File: config.mk
export PLATFORM = sky130hd
export DESIGN_NAME = seq_decoder
export DESIGN_NICKNAME = d
export VERILOG_FILES = /design/src/rtl/seq_decoder.sv
export SDC_FILE = /design/constraint.sdc
export NUM_CORES = 1
export LEC_CHECK = 0
export BUFFER_PORTS_ARGS = -buffer_cell sky130_fd_sc_hd__clkbuf_2
export CAP_MARGIN = 20
export CORE_MARGIN = 5
export CORE_UTILIZATION = 37
export DETAILED_ROUTE_END_ITERATION = 6
export SETUP_SLACK_MARGIN = 0.2
export SYNTH_ARGS = -nofsm -noshare
export SYNTH_HDL_FRONTEND = slang
export SYNTH_SLANG_ARGS = --single-unit
File: constraint.sdc
create_clock -name clk -period 1.9 [get_ports clk]
set_input_delay 0.38 -clock clk [delete_from_list [all_inputs] [get_ports clk]]
set_output_delay 0.38 -clock clk [all_outputs]
set_load 0.01 [all_outputs]
File: src/rtl/seq_decoder.sv
// -----------------------------------------------------------------------------
// seq_decoder
//
// Pipelined N-to-2^N decoder with valid/ready handshakes on both sides. Each
// accepted select code is decoded once, at input transfer, into an OUT_W-bit
// word. The word is then queued in a two-entry store: a main output register
// and one skid register. The skid lets in_ready be a pure register output while
// still sustaining one word per cycle under a continuously ready sink.
//
// Decode modes (in_mode):
//   2'b00  one-hot      bit s set
//   2'b01  thermometer  bits 0..s set
//   2'b10  one-cold     inverse of one-hot
//   2'b11  accumulate   word = acc | onehot(s), and acc takes the word
//
// Ports:
//   clk        in   rising-edge clock
//   rst_n      in   asynchronous active-low reset
//   in_valid   in   input word present
//   in_ready   out  block can accept (registered)
//   in_sel     in   [SEL_W-1:0] select code
//   in_mode    in   [1:0] decode mode
//   clr        in   synchronous clear of the accumulator
//   out_valid  out  output word present (registered)
//   out_ready  in   downstream accepts
//   out_data   out  [OUT_W-1:0] decoded word (registered)
//   out_sel    out  [SEL_W-1:0] select code that produced out_data
//
// SEL_W must be in 1..6. OUT_W = 2**SEL_W is derived and cannot be overridden.
// -----------------------------------------------------------------------------
module seq_decoder #(
  parameter  int SEL_W = 3,
  localparam int OUT_W = 2 ** SEL_W
) (
  input  logic             clk,
  input  logic             rst_n,
  input  logic             in_valid,
  output logic             in_ready,
  input  logic [SEL_W-1:0] in_sel,
  input  logic [1:0]       in_mode,
  input  logic             clr,
  output logic             out_valid,
  input  logic             out_ready,
  output logic [OUT_W-1:0] out_data,
  output logic [SEL_W-1:0] out_sel
);

  typedef enum logic [1:0] {
    ST_EMPTY = 2'd0,  // nothing stored
    ST_ONE   = 2'd1,  // main register holds a word, skid empty
    ST_FULL  = 2'd2   // main and skid both hold words
  } state_t;

  localparam logic [1:0] MODE_ONEHOT = 2'b00;
  localparam logic [1:0] MODE_THERMO = 2'b01;
  localparam logic [1:0] MODE_COLD   = 2'b10;
  localparam logic [1:0] MODE_ACC    = 2'b11;

  localparam logic [OUT_W-1:0] LSB_ONE = OUT_W'(1);

  // ---------------------------------------------------------------------------
  // Registers
  // ---------------------------------------------------------------------------
  state_t             r_state;
  logic               r_in_ready;
  logic               r_out_valid;
  logic [OUT_W-1:0]   r_main_data;
  logic [SEL_W-1:0]   r_main_sel;
  logic [OUT_W-1:0]   r_skid_data;
  logic [SEL_W-1:0]   r_skid_sel;
  logic [OUT_W-1:0]   r_acc;

  // ---------------------------------------------------------------------------
  // Wires
  // ---------------------------------------------------------------------------
  logic               w_in_xfer;
  logic               w_out_xfer;
  logic               w_acc_xfer;
  logic [OUT_W-1:0]   w_onehot;
  logic [OUT_W-1:0]   w_thermo;
  logic [OUT_W-1:0]   w_acc_base;
  logic [OUT_W-1:0]   w_word;
  state_t             w_state_nxt;
  logic               w_load_main;
  logic               w_load_skid;
  logic               w_skid_to_main;

  // Handshakes are qualified only by registered ready/valid, so neither
  // out_ready nor in_* reaches the opposite side's outputs combinationally.
  assign w_in_xfer  = in_valid  & r_in_ready;
  assign w_out_xfer = r_out_valid & out_ready;
  assign w_acc_xfer = w_in_xfer & (in_mode == MODE_ACC);

  // ---------------------------------------------------------------------------
  // Decode
  // ---------------------------------------------------------------------------
  assign w_onehot = LSB_ONE << in_sel;

  // (onehot << 1) - 1 sets bits 0..s. For s = OUT_W-1 the shift wraps to zero
  // and the subtraction underflows to all ones, which is the wanted result.
  assign w_thermo = (w_onehot << 1) - LSB_ONE;

  // A clear in the same cycle as an accumulate transfer takes effect first.
  assign w_acc_base = clr ? '0 : r_acc;

  always_comb begin
    // NOTE: every signal written in a combinational block gets a default
    // before any branch, so no path leaves it unassigned and no latch forms.
    w_word = w_onehot;
    case (in_mode)
      MODE_ONEHOT: w_word = w_onehot;
      MODE_THERMO: w_word = w_thermo;
      MODE_COLD:   w_word = ~w_onehot;
      MODE_ACC:    w_word = w_acc_base | w_onehot;
      default:     w_word = w_onehot;
    endcase
  end

  // ---------------------------------------------------------------------------
  // Storage FSM: next state and datapath steering
  // ---------------------------------------------------------------------------
  always_comb begin
    w_state_nxt    = r_state;
    w_load_main    = 1'b0;
    w_load_skid    = 1'b0;
    w_skid_to_main = 1'b0;
    case (r_state)
      ST_EMPTY: begin
        if (w_in_xfer) begin
          w_state_nxt = ST_ONE;
          w_load_main = 1'b1;
        end
      end
      ST_ONE: begin
        case ({w_in_xfer, w_out_xfer})
          2'b11: begin
            // Main drains and refills in the same edge; skid stays unused.
            w_state_nxt = ST_ONE;
            w_load_main = 1'b1;
          end
          2'b10: begin
            w_state_nxt = ST_FULL;
            w_load_skid = 1'b1;
          end
          2'b01: begin
            w_state_nxt = ST_EMPTY;
          end
          default: begin
            w_state_nxt = ST_ONE;
          end
        endcase
      end
      ST_FULL: begin
        // in_ready is low here, so only an output transfer can happen.
        if (w_out_xfer) begin
          w_state_nxt    = ST_ONE;
          w_skid_to_main = 1'b1;
        end
      end
      default: begin
        w_state_nxt = ST_EMPTY;
      end
    endcase
  end

  // NOTE: sequential state uses non-blocking assignments so every register
  // samples pre-edge values, independent of statement order.
  always_ff @(posedge clk or negedge rst_n) begin
    if (!rst_n) begin
      r_state     <= ST_EMPTY;
      r_in_ready  <= 1'b1;
      r_out_valid <= 1'b0;
    end else begin
      r_state     <= w_state_nxt;
      r_in_ready  <= (w_state_nxt != ST_FULL);
      r_out_valid <= (w_state_nxt != ST_EMPTY);
    end
  end

  // NOTE: the two data entries are reset along with control; they are only
  // two words, and a reset value keeps out_data defined at 0 after reset.
  always_ff @(posedge clk or negedge rst_n) begin
    if (!rst_n) begin
      r_main_data <= '0;
      r_main_sel  <= '0;
      r_skid_data <= '0;
      r_skid_sel  <= '0;
    end else begin
      if (w_load_main) begin
        r_main_data <= w_word;
        r_main_sel  <= in_sel;
      end else if (w_skid_to_main) begin
        r_main_data <= r_skid_data;
        r_main_sel  <= r_skid_sel;
      end
      if (w_load_skid) begin
        r_skid_data <= w_word;
        r_skid_sel  <= in_sel;
      end
    end
  end

  // ---------------------------------------------------------------------------
  // Accumulator: moves only on an accumulate transfer or a clear
  // ---------------------------------------------------------------------------
  always_ff @(posedge clk or negedge rst_n) begin
    if (!rst_n) begin
      r_acc <= '0;
    end else if (w_acc_xfer) begin
      r_acc <= w_word;
    end else if (clr) begin
      r_acc <= '0;
    end
  end

  // ---------------------------------------------------------------------------
  // Outputs
  // ---------------------------------------------------------------------------
  assign in_ready  = r_in_ready;
  assign out_valid = r_out_valid;
  assign out_data  = r_main_data;
  assign out_sel   = r_main_sel;

endmodule

; ---- Word-level counts from Yosys, hierarchy flattened
; Index checks and enable logic that the tools add are counted.
[op_classes]
addsub = 1
eq_ne = 9
n_shift = 1
muxes = 18
bitwise_logic = 5
reduce_logical = 4
[op_table]
columns = operator, count
row1 = $mux W8, 4
row2 = $pmux W8 S4, 1
row3 = $eq A2 B2 Y1 const B, 5
row4 = $not A8 Y8, 1
row5 = $or A8 B8 Y8, 1
row6 = $shl A1 B3 Y8 const A, 1
row7 = $sub A8 B1 Y8 const B, 1
row8 = $eq A2 B1 Y1 const B, 3
row9 = $mux W1, 6
row10 = $mux W3, 2
row11 = $pmux W2 S3, 1
row12 = $logic_not A2 Y1, 2
row13 = $mux W2, 2
row14 = $pmux W2 S2, 1
row15 = $reduce_bool A2 Y1, 2
row16 = $and A1 B1 Y1, 3
row17 = $ne A2 B2 Y1 const B, 1
row18 = $pmux W1 S2, 1
[totals]
ff_bits = 34
input_bits = 10
word_cells = 46

; ---- Depth between registers and ports, before layout
; Gate-level depths: netlist (run 1).
[logic_depth]
depth_word = 5
mapped_depth = 8
mapped_depth_nobuf = 7

; ---- Least setup slack after synthesis (run 1)
; Ideal clock, no wire load.
[synth_path]
kind = input -> register
from = input in_sel[0]
to = register r_main_data[5] (netlist: out_data[5])
setup_time_ps = 76
t_arrival_ps = 1948
setup_slack_ps = -124
stages = 7
path_buffers = 1
cell_sequence = buf_6 or3b_1 ha_1 or4b_1 nand4_1 o211ai_2 o21ai_1
[synth_between]
elab_chain_len = 4
word_cells_on_any_way = 6
[synth_rtl]
columns = element, line
row1 = start: declaration, 39  ; input logic [SEL_W-1:0] in_sel,
row2 = $shl A1 B3 Y8 (*), 97  ; assign w_onehot = LSB_ONE << in_sel;
row3 = "$sub A8 B1 Y8, or another cell as far along", 101  ; assign w_thermo = (w_onehot << 1) - LSB_ONE;
row4 = $pmux W8 S4 (*), 110  ; case (in_mode)
row5 = $mux W8 (*), 189  ; if (w_load_main) begin
row6 = end signal: assignment, 190  ; r_main_data <= w_word;
row7 = end signal: assignment, 193  ; r_main_data <= r_skid_data;
row8 = end: declaration, 67  ; logic [OUT_W-1:0] r_main_data;
; Mark *: on every way between the ends. The rest lies on a longest branch, timed or not.
; A chain may end at the register's enable or synchronous reset.

; ---- Final worst setup path (run 1)
[layout_path]
from = input in_sel[2]
to = register r_acc[5]
[layout_between]
elab_chain_len = 4
word_cells_on_any_way = 6
[layout_rtl]
columns = element, line
row1 = $shl A1 B3 Y8 (*), 97
row2 = "$sub A8 B1 Y8, or another cell as far along", 101
row3 = $pmux W8 S4 (*), 110
row4 = $mux W8 (*), 209  ; end else if (w_acc_xfer) begin
row5 = end signal: assignment, 210  ; r_acc <= w_word;
row6 = end: declaration, 71  ; logic [OUT_W-1:0] r_acc;
; Marks and branches as above.

==> metrics.md, run 1 <==
| Metric | Value |
|---|---|
| Outcome | finished, final reports clean |
| Max VDD drop | 417 uV |
| Syn Std Cell Area | 0.00194 mm2 |
| Seq/Total Area, Yosys | 44.0% |
| Crit. End Element | flop |
| CP top delay family | simple AND/OR/NAND/NOR gates |
| Max incr delay on CP | 0.46 ns |
| Sink Count | 34 |
| Slew at the pin with the worst max-slew slack | 0.483 ns |
| Cell count after synthesis | 193 |
| Post-synthesis mux area share | 9.30% |
| Largest net degree at the start of global routing | 35 |
| Reg2reg end | out_data[2]$_DFFE_PN0P_ |
| Post-synth ARST share | 100% |
| Wire length per cell | 14.0 um |
| Final net count | 240 |
| Commonest non-fill, non-tap cell in the layout | dfrtp_1 |
| GRT overflow | 0 |
| Max Cap Viol | 0 |
| Clock Latency Late Sink | 0.29 ns |
| Via count | 1541 |
| Setup crit start | in_sel[2] |
| Post-Synth Adder-Cell Area | 1.94% |
| Hold buffer count at CTS | 0 |
| RSZ-0062 raised after global routing | yes |
| Share of cells above drive strength 1 | 31.6% |
| R2R depth | 7 |
| GPL Wtd Cong | 0.788 |
| Clk_skew | 0.00431 ns |
| Syn nets | 206 |
| Post-synthesis average cell area | 10.0 um2 |
| First-pass GRT wire length | 7.04 mm |
| Synth Flop Type | dfrtp_1 |
| Ys Warns | 0 |
| Synth unique cells | 50 |
| Core ar. | 0.00511 mm2 |
| Num CTS Buffers | 5 |
| Dpl ws | -0.0879 ns |
| Final hold vios | 0 |
| Max Slew Vio Count | 0 |
| Clock period minus worst slack | 1.66 ns |
| Design area | 0.00235 mm2 |
| Cell area power density | 1240 mW/mm2 |
| CP max FO | 6 |
| DRT iter0 DRCs | 77 |
| First-pass iteration count of the detailed router | 4 |
| CP max-delay cell | or4b_1 |
| Achievable Freq | 604 MHz |
| Critical path data arrival time | 1.87 ns |
| Startpoint Class | primary input |
| Clock root cell | clkbuf_8 |
| # IOs | 23 |
| Commonest cells after routing, fill and taps aside | dfrtp_1, nand2_1, clkbuf_2 |
| # diodes | 0 |
| Post-route ant nets | 0 |
| Via/cell ratio | 5.17 |
| Final setup vio count | 0 |
| Layout area overhead | 21.1% |
| Total GRT Usage | 13.8% |
| Final period util | 87.2% |
| Total leakage power | 0.00111 uW |
| Xor and xnor area share after synthesis | 0% |
| CP Depth | 7 |
| Crit path cell chain | buf_6 -> or3b_4 -> ha_4 -> or4b_1 -> nand4_1 -> o211ai_2 -> mux2i_1 |
| Initial Utilization | 37.9% |
| Final worst slack | 0.243 ns |
| Initial antenna violation count | 0 |
| Row cnt | 26 |
| Required @ worst endpoint | 2.11 ns |
| Complex-gate fraction of the synthesized area | 19.6% |
| R2r setup slk | 0.26 ns |
| Vias in the first global route | 1394 |
| Die Footprint | 0.00678 mm2 |
| Worst Hold Class | primary input to async pin |
| Setup crit end | r_acc[5]$_DFF_PN0_ |
| # port buffers | 22 |
| Die W | 82.4 um |
| Simple-Gate Fraction of Synth Area | 20.9% |
| CTS HTree Levels | 2 |
| Post-synth EDFFs | 0 |
| Setup Crit Path Kind | primary input to flop |
| Die Ht | 82.4 um |
| Largest family of logic cells by synthesized area | simple AND/OR/NAND/NOR gates |
| Crit path buf inv count | 1 |
| Yosys reg bits | 34 |
| Post-DP HPWL | 2.88 mm |
| Worst-path clk slew | 0.07 ns |
| Reg2reg start | in_ready$_DFF_PN1_ |
| Slew HR | 67.6% |
| Detailed Route WL | 4.18 mm |
| CTS max path bufs | 2 |
| # DRC | 0 |
| Placed inst area | 0.00218 mm2 |
| CTS tree | done |
-- cells in the mapped netlist, drive strengths merged, types with 3 or more instances --
cell type,count,share of area (%)
or3b,3,1.4
o221ai,3,1.4
ha,3,1.9
o211ai,4,2.5
and2,3,0.97
dfrtp,33,43
nand3,5,1.6
o31ai,5,2.5
o21ai,16,4.1
nor2b,3,0.97
mux2,8,4.7
a22oi,6,2.3
nand2,26,5.2
a21o,3,1.2
buf,9,2.6
a21oi,7,1.8
clkbuf,4,0.84
mux2i,9,4.7
nand2b,12,3.9
inv,4,0.77
a31oi,3,0.97
-- logic make-up (layout without fill, tap and decap cells) --
group,Yosys count,in the layout
buf+inv,17,52
fa+ha+maj,3,3
compound gates,52,52
mux,17,17
simple gates,70,70
flops,34,34
-- how the worst min path moves through the flow --
stage / to / cells after the start / slack (ns)
after global placement: r_skid_data[2]$_DFFE_PN0P_ / 2 / 0.44
final: out_sel[1]$_DFFE_PN0P_ / 2 / 0.12
after detailed placement: r_skid_data[2]$_DFFE_PN0P_ / 2 / 0.44
after CTS: r_skid_data[2]$_DFFE_PN0P_ / 2 / 0.13
after global routing: out_sel[2]$_DFFE_PN0P_ / 2 / 0.16
after floorplan: out_data[0]$_DFFE_PN0P_ / 0 / 0.08
-- report_power, final --
part / leakage, uW / switching (uW) / internal [uW]
clock network: 0.0000482 / 260 / 292
registers: 0.000430 / 160 / 1010
logic: 0.000635 / 595 / 587
total: 0.00111 / 1010 / 1890
-- state kept, by name (all words and copies together), names as in the netlist --
register and flops:
in_ready 1, r_acc 8, out_sel 3, out_valid 1
r_skid_data 8, r_state 2, r_skid_sel 3, out_data 8
-- area by class of cell --
cell class	count	area, um2
inverters	4	15.0
clock inverters	1	5.00
repair buffers	40	262
clock buffers	7	86.3
well taps	70	87.6
flip-flops and latches	34	852
fillers	514	2760
multi-input cells	142	1040
-- layer usage --
metal	vias to the layer above	GRT usage, %	wire length [um]
met5	-	0	0
met4	0	5.48	74
met3	7	3.15	163
met2	26	19.7	1830
met1	737	20.0	2110
li1	771	-	-
-- metrics by stage --
step | util (%) | hold slack [ns] | setup TNS, ns | instances | power, uW
global placement | 42.6 | 0.438 | -0.150 | 284 | 2230
floorplan | - | 0.0844 | 0 | 193 | 1890
global route | 45.9 | 0.155 | 0 | 298 | 3160
detailed placement | 42.6 | 0.440 | -0.312 | 284 | 2250
finish | 45.9 | 0.120 | 0 | 298 | 2910
CTS | 44.5 | 0.130 | 0 | 292 | 2820
-- timing repair --
item,4_1_cts,5_1_grt
pin swaps,0,2
buffers inserted,0,6
hold endpoints to repair,0,0
gates resized for setup,3,8
endpoints found under the setup margin,1,8
Power figures use the tool's default switching activity.
==> run 2, diff against run 1 <==
--- a/config.mk
+++ b/config.mk
@@ -7,7 +7,7 @@
 export LEC_CHECK = 0
 export BUFFER_PORTS_ARGS = -buffer_cell sky130_fd_sc_hd__clkbuf_2
 export CAP_MARGIN = 20
-export CORE_MARGIN = 5
+export CORE_MARGIN = 3
 export CORE_UTILIZATION = 37
 export DETAILED_ROUTE_END_ITERATION = 6
 export SETUP_SLACK_MARGIN = 0.2
==> run 2 against run 1 <==
Effect of this change:
- sequential power barely moved
- sequential share of layout area rose by 0.45 points
- maximum frequency fell by 1.5%
- critical path depth did not move
- largest cell class unchanged
- final cell count fell by 2.0%
==> metrics.md, run 2 (synthesized netlist as in run 1, its figures left out) <==
| Metric | Value |
|---|---|
| First-pass GRT wire length | 7.36 mm (+4.5%) |
| DRT iter0 DRCs | 111 (+44%) |
| Final setup vio count | 0 (unchanged) |
| Slew HR | 71.3% (+3.7 points) |
| Final hold vios | 0 (unchanged) |
| Num CTS Buffers | 5 (unchanged) |
| Via count | 1514 (-1.8%) |
| CTS max path bufs | 2 (unchanged) |
| Required @ worst endpoint | 2.11 ns (about the same) |
| Commonest non-fill, non-tap cell in the layout | dfrtp_1 |
| Row cnt | 25 (-3.8%) |
| Detailed Route WL | 4.28 mm (+2.3%) |
| # diodes | 0 (unchanged) |
| Sink Count | 34 (unchanged) |
| Setup Crit Path Kind | primary input to flop |
| Worst hold margin | 0.120 ns (+0.000166 ns) |
| CP max FO | 7 (+1) |
| GPL Wtd Cong | 0.823 (+4.4%) |
| Vias in the first global route | 1463 (+4.9%) |
| Max Slew Vio Count | 0 (unchanged) |
| Cell area power density | 1220 mW/mm2 (-1.3%) |
| Share of cells above drive strength 1 | 30.7% (-0.91 points) |
| CTS tree | done |
| Final core occ | 47.5% (+1.6 points) |
| Wire length per cell | 14.6 um (+4.4%) |
| Total GRT Usage | 15.5% (+1.7 points) |
| Critical path data arrival time | 1.89 ns (+0.02 ns) |
| Final Power | 2830 uW (-2.5%) |
| Initial Utilization | 39.7% (+1.8 points) |
| Via/cell ratio | 5.18 (+0.27%) |
| # IOs | 23 (unchanged) |
| Clock period minus worst slack | 1.68 ns (+0.0246 ns) |
| Non-Filler Instances | 292 (-2.0%) |
| # port buffers | 22 (unchanged) |
| Commonest cells after routing, fill and taps aside | dfrtp_1, nand2_1, clkbuf_2 |
| Post-DP HPWL | 3.03 mm (+5.1%) |
| Die Ht | 78.4 um (-4.9%) |
| Final net count | 237 (-1.3%) |
| Clk_skew | 0.00343 ns (-0.000884 ns) |
| Die W | 78.4 um (-4.9%) |
| RSZ-0062 raised after global routing | yes |
| Worst Hold Class | primary input to async pin |
| Outcome | finished, final reports clean |
| Hold buffer count at CTS | 0 (unchanged) |
| Largest net degree at the start of global routing | 35 (unchanged) |
| Die Footprint | 0.00614 mm2 (-9.5%) |
| Post-route ant nets | 0 (unchanged) |
| Startpoint Class | primary input |
| Max Cap Viol | 0 (unchanged) |
| Achievable Freq | 595 MHz (-1.5%) |
| Setup bufs post-CTS | 0 (unchanged) |
| Clock root cell | clkbuf_8 |
| # DRC | 0 (unchanged) |
| Initial antenna violation count | 0 (unchanged) |
| Slew at the pin with the worst max-slew slack | 0.431 ns (-0.0524 ns) |
| Crit. End Element | flop |
| Max VDD drop | 487 uV (+17%) |
| Layout area overhead | 19.6% |
| Core ar. | 0.00488 mm2 (-4.5%) |
| Total leakage power | 0.00110 uW (-1.2%) |
| CTS HTree Levels | 2 (unchanged) |
| GRT overflow | 0 (unchanged) |
| Clock Latency Late Sink | 0.28 ns (about the same) |
| Worst-path clk slew | 0.07 ns (about the same) |
| First-pass iteration count of the detailed router | 4 (unchanged) |
| Placed cell count | 284 (unchanged) |
| Final period util | 88.5% (+1.3 points) |
-- run 2: what timing repair did --
item	in CTS	in global routing
setup endpoints to repair	0	7
hold endpoints to repair	0	0
resized for setup	0	10
-- run 2: where the power goes --
group	switching, uW	internal [uW]
registers	159	1010
clock network	263	292
logic	572	535
total	994	1840
-- run 2: through the flow --
stage	TNS (ns)	setup WS (ns)	area (um2)
2_1_floorplan	0	0.000398	1960
3_3_place_gp	-0.211	-0.0614	2210
3_5_place_dp	-0.390	-0.0915	2210
4_1_cts	0	0.215	2300
5_1_grt	0	0.142	2320
6_report	0	0.219	2320
-- run 2: final cells by class --
class	count	area, um2
fillers	496	2560
multi-input cells	142	1030
flip-flops and latches	34	852
repair buffers	37	248
clock buffers	7	86.3
well taps	67	83.8
inverters	4	15.0
clock inverters	1	5.00
-- run 2: critical path: stages --
cell and delay [ns]:
buf_6 0.10, or3b_4 0.41, ha_4 0.19, or4b_1 0.46, nand4_1 0.11, o211ai_2 0.10, mux2i_1 0.13
-- run 2: worst paths after layout --
path / startpoint / endpoint / slack [ns] / depth (start not counted)
setup / recovery: in_sel[2] / r_acc[5]$_DFF_PN0_ / 0.22 / 7
hold / removal: rst_n / r_state[1]$_DFF_PN0_ / 0.12 / 2
setup reg to reg: out_valid$_DFF_PN0_ / out_data[2]$_DFFE_PN0P_ / 0.29 / 8
hold reg to reg: out_sel[0]$_DFFE_PN0P_ / out_sel[0]$_DFFE_PN0P_ / 0.47 / 2
max in group asynchronous: rst_n / in_ready$_DFF_PN1_ / 1.45 / 2
min in group clk: in_sel[2] / out_sel[2]$_DFFE_PN0P_ / 0.46 / 4
-- run 2: per-layer routing --
metal  routed length (um)  track usage (%)
met1                 2190             23.0
met2                 1860             21.7
met3                  197             3.78
met4                   31             5.77
met5                    0                0
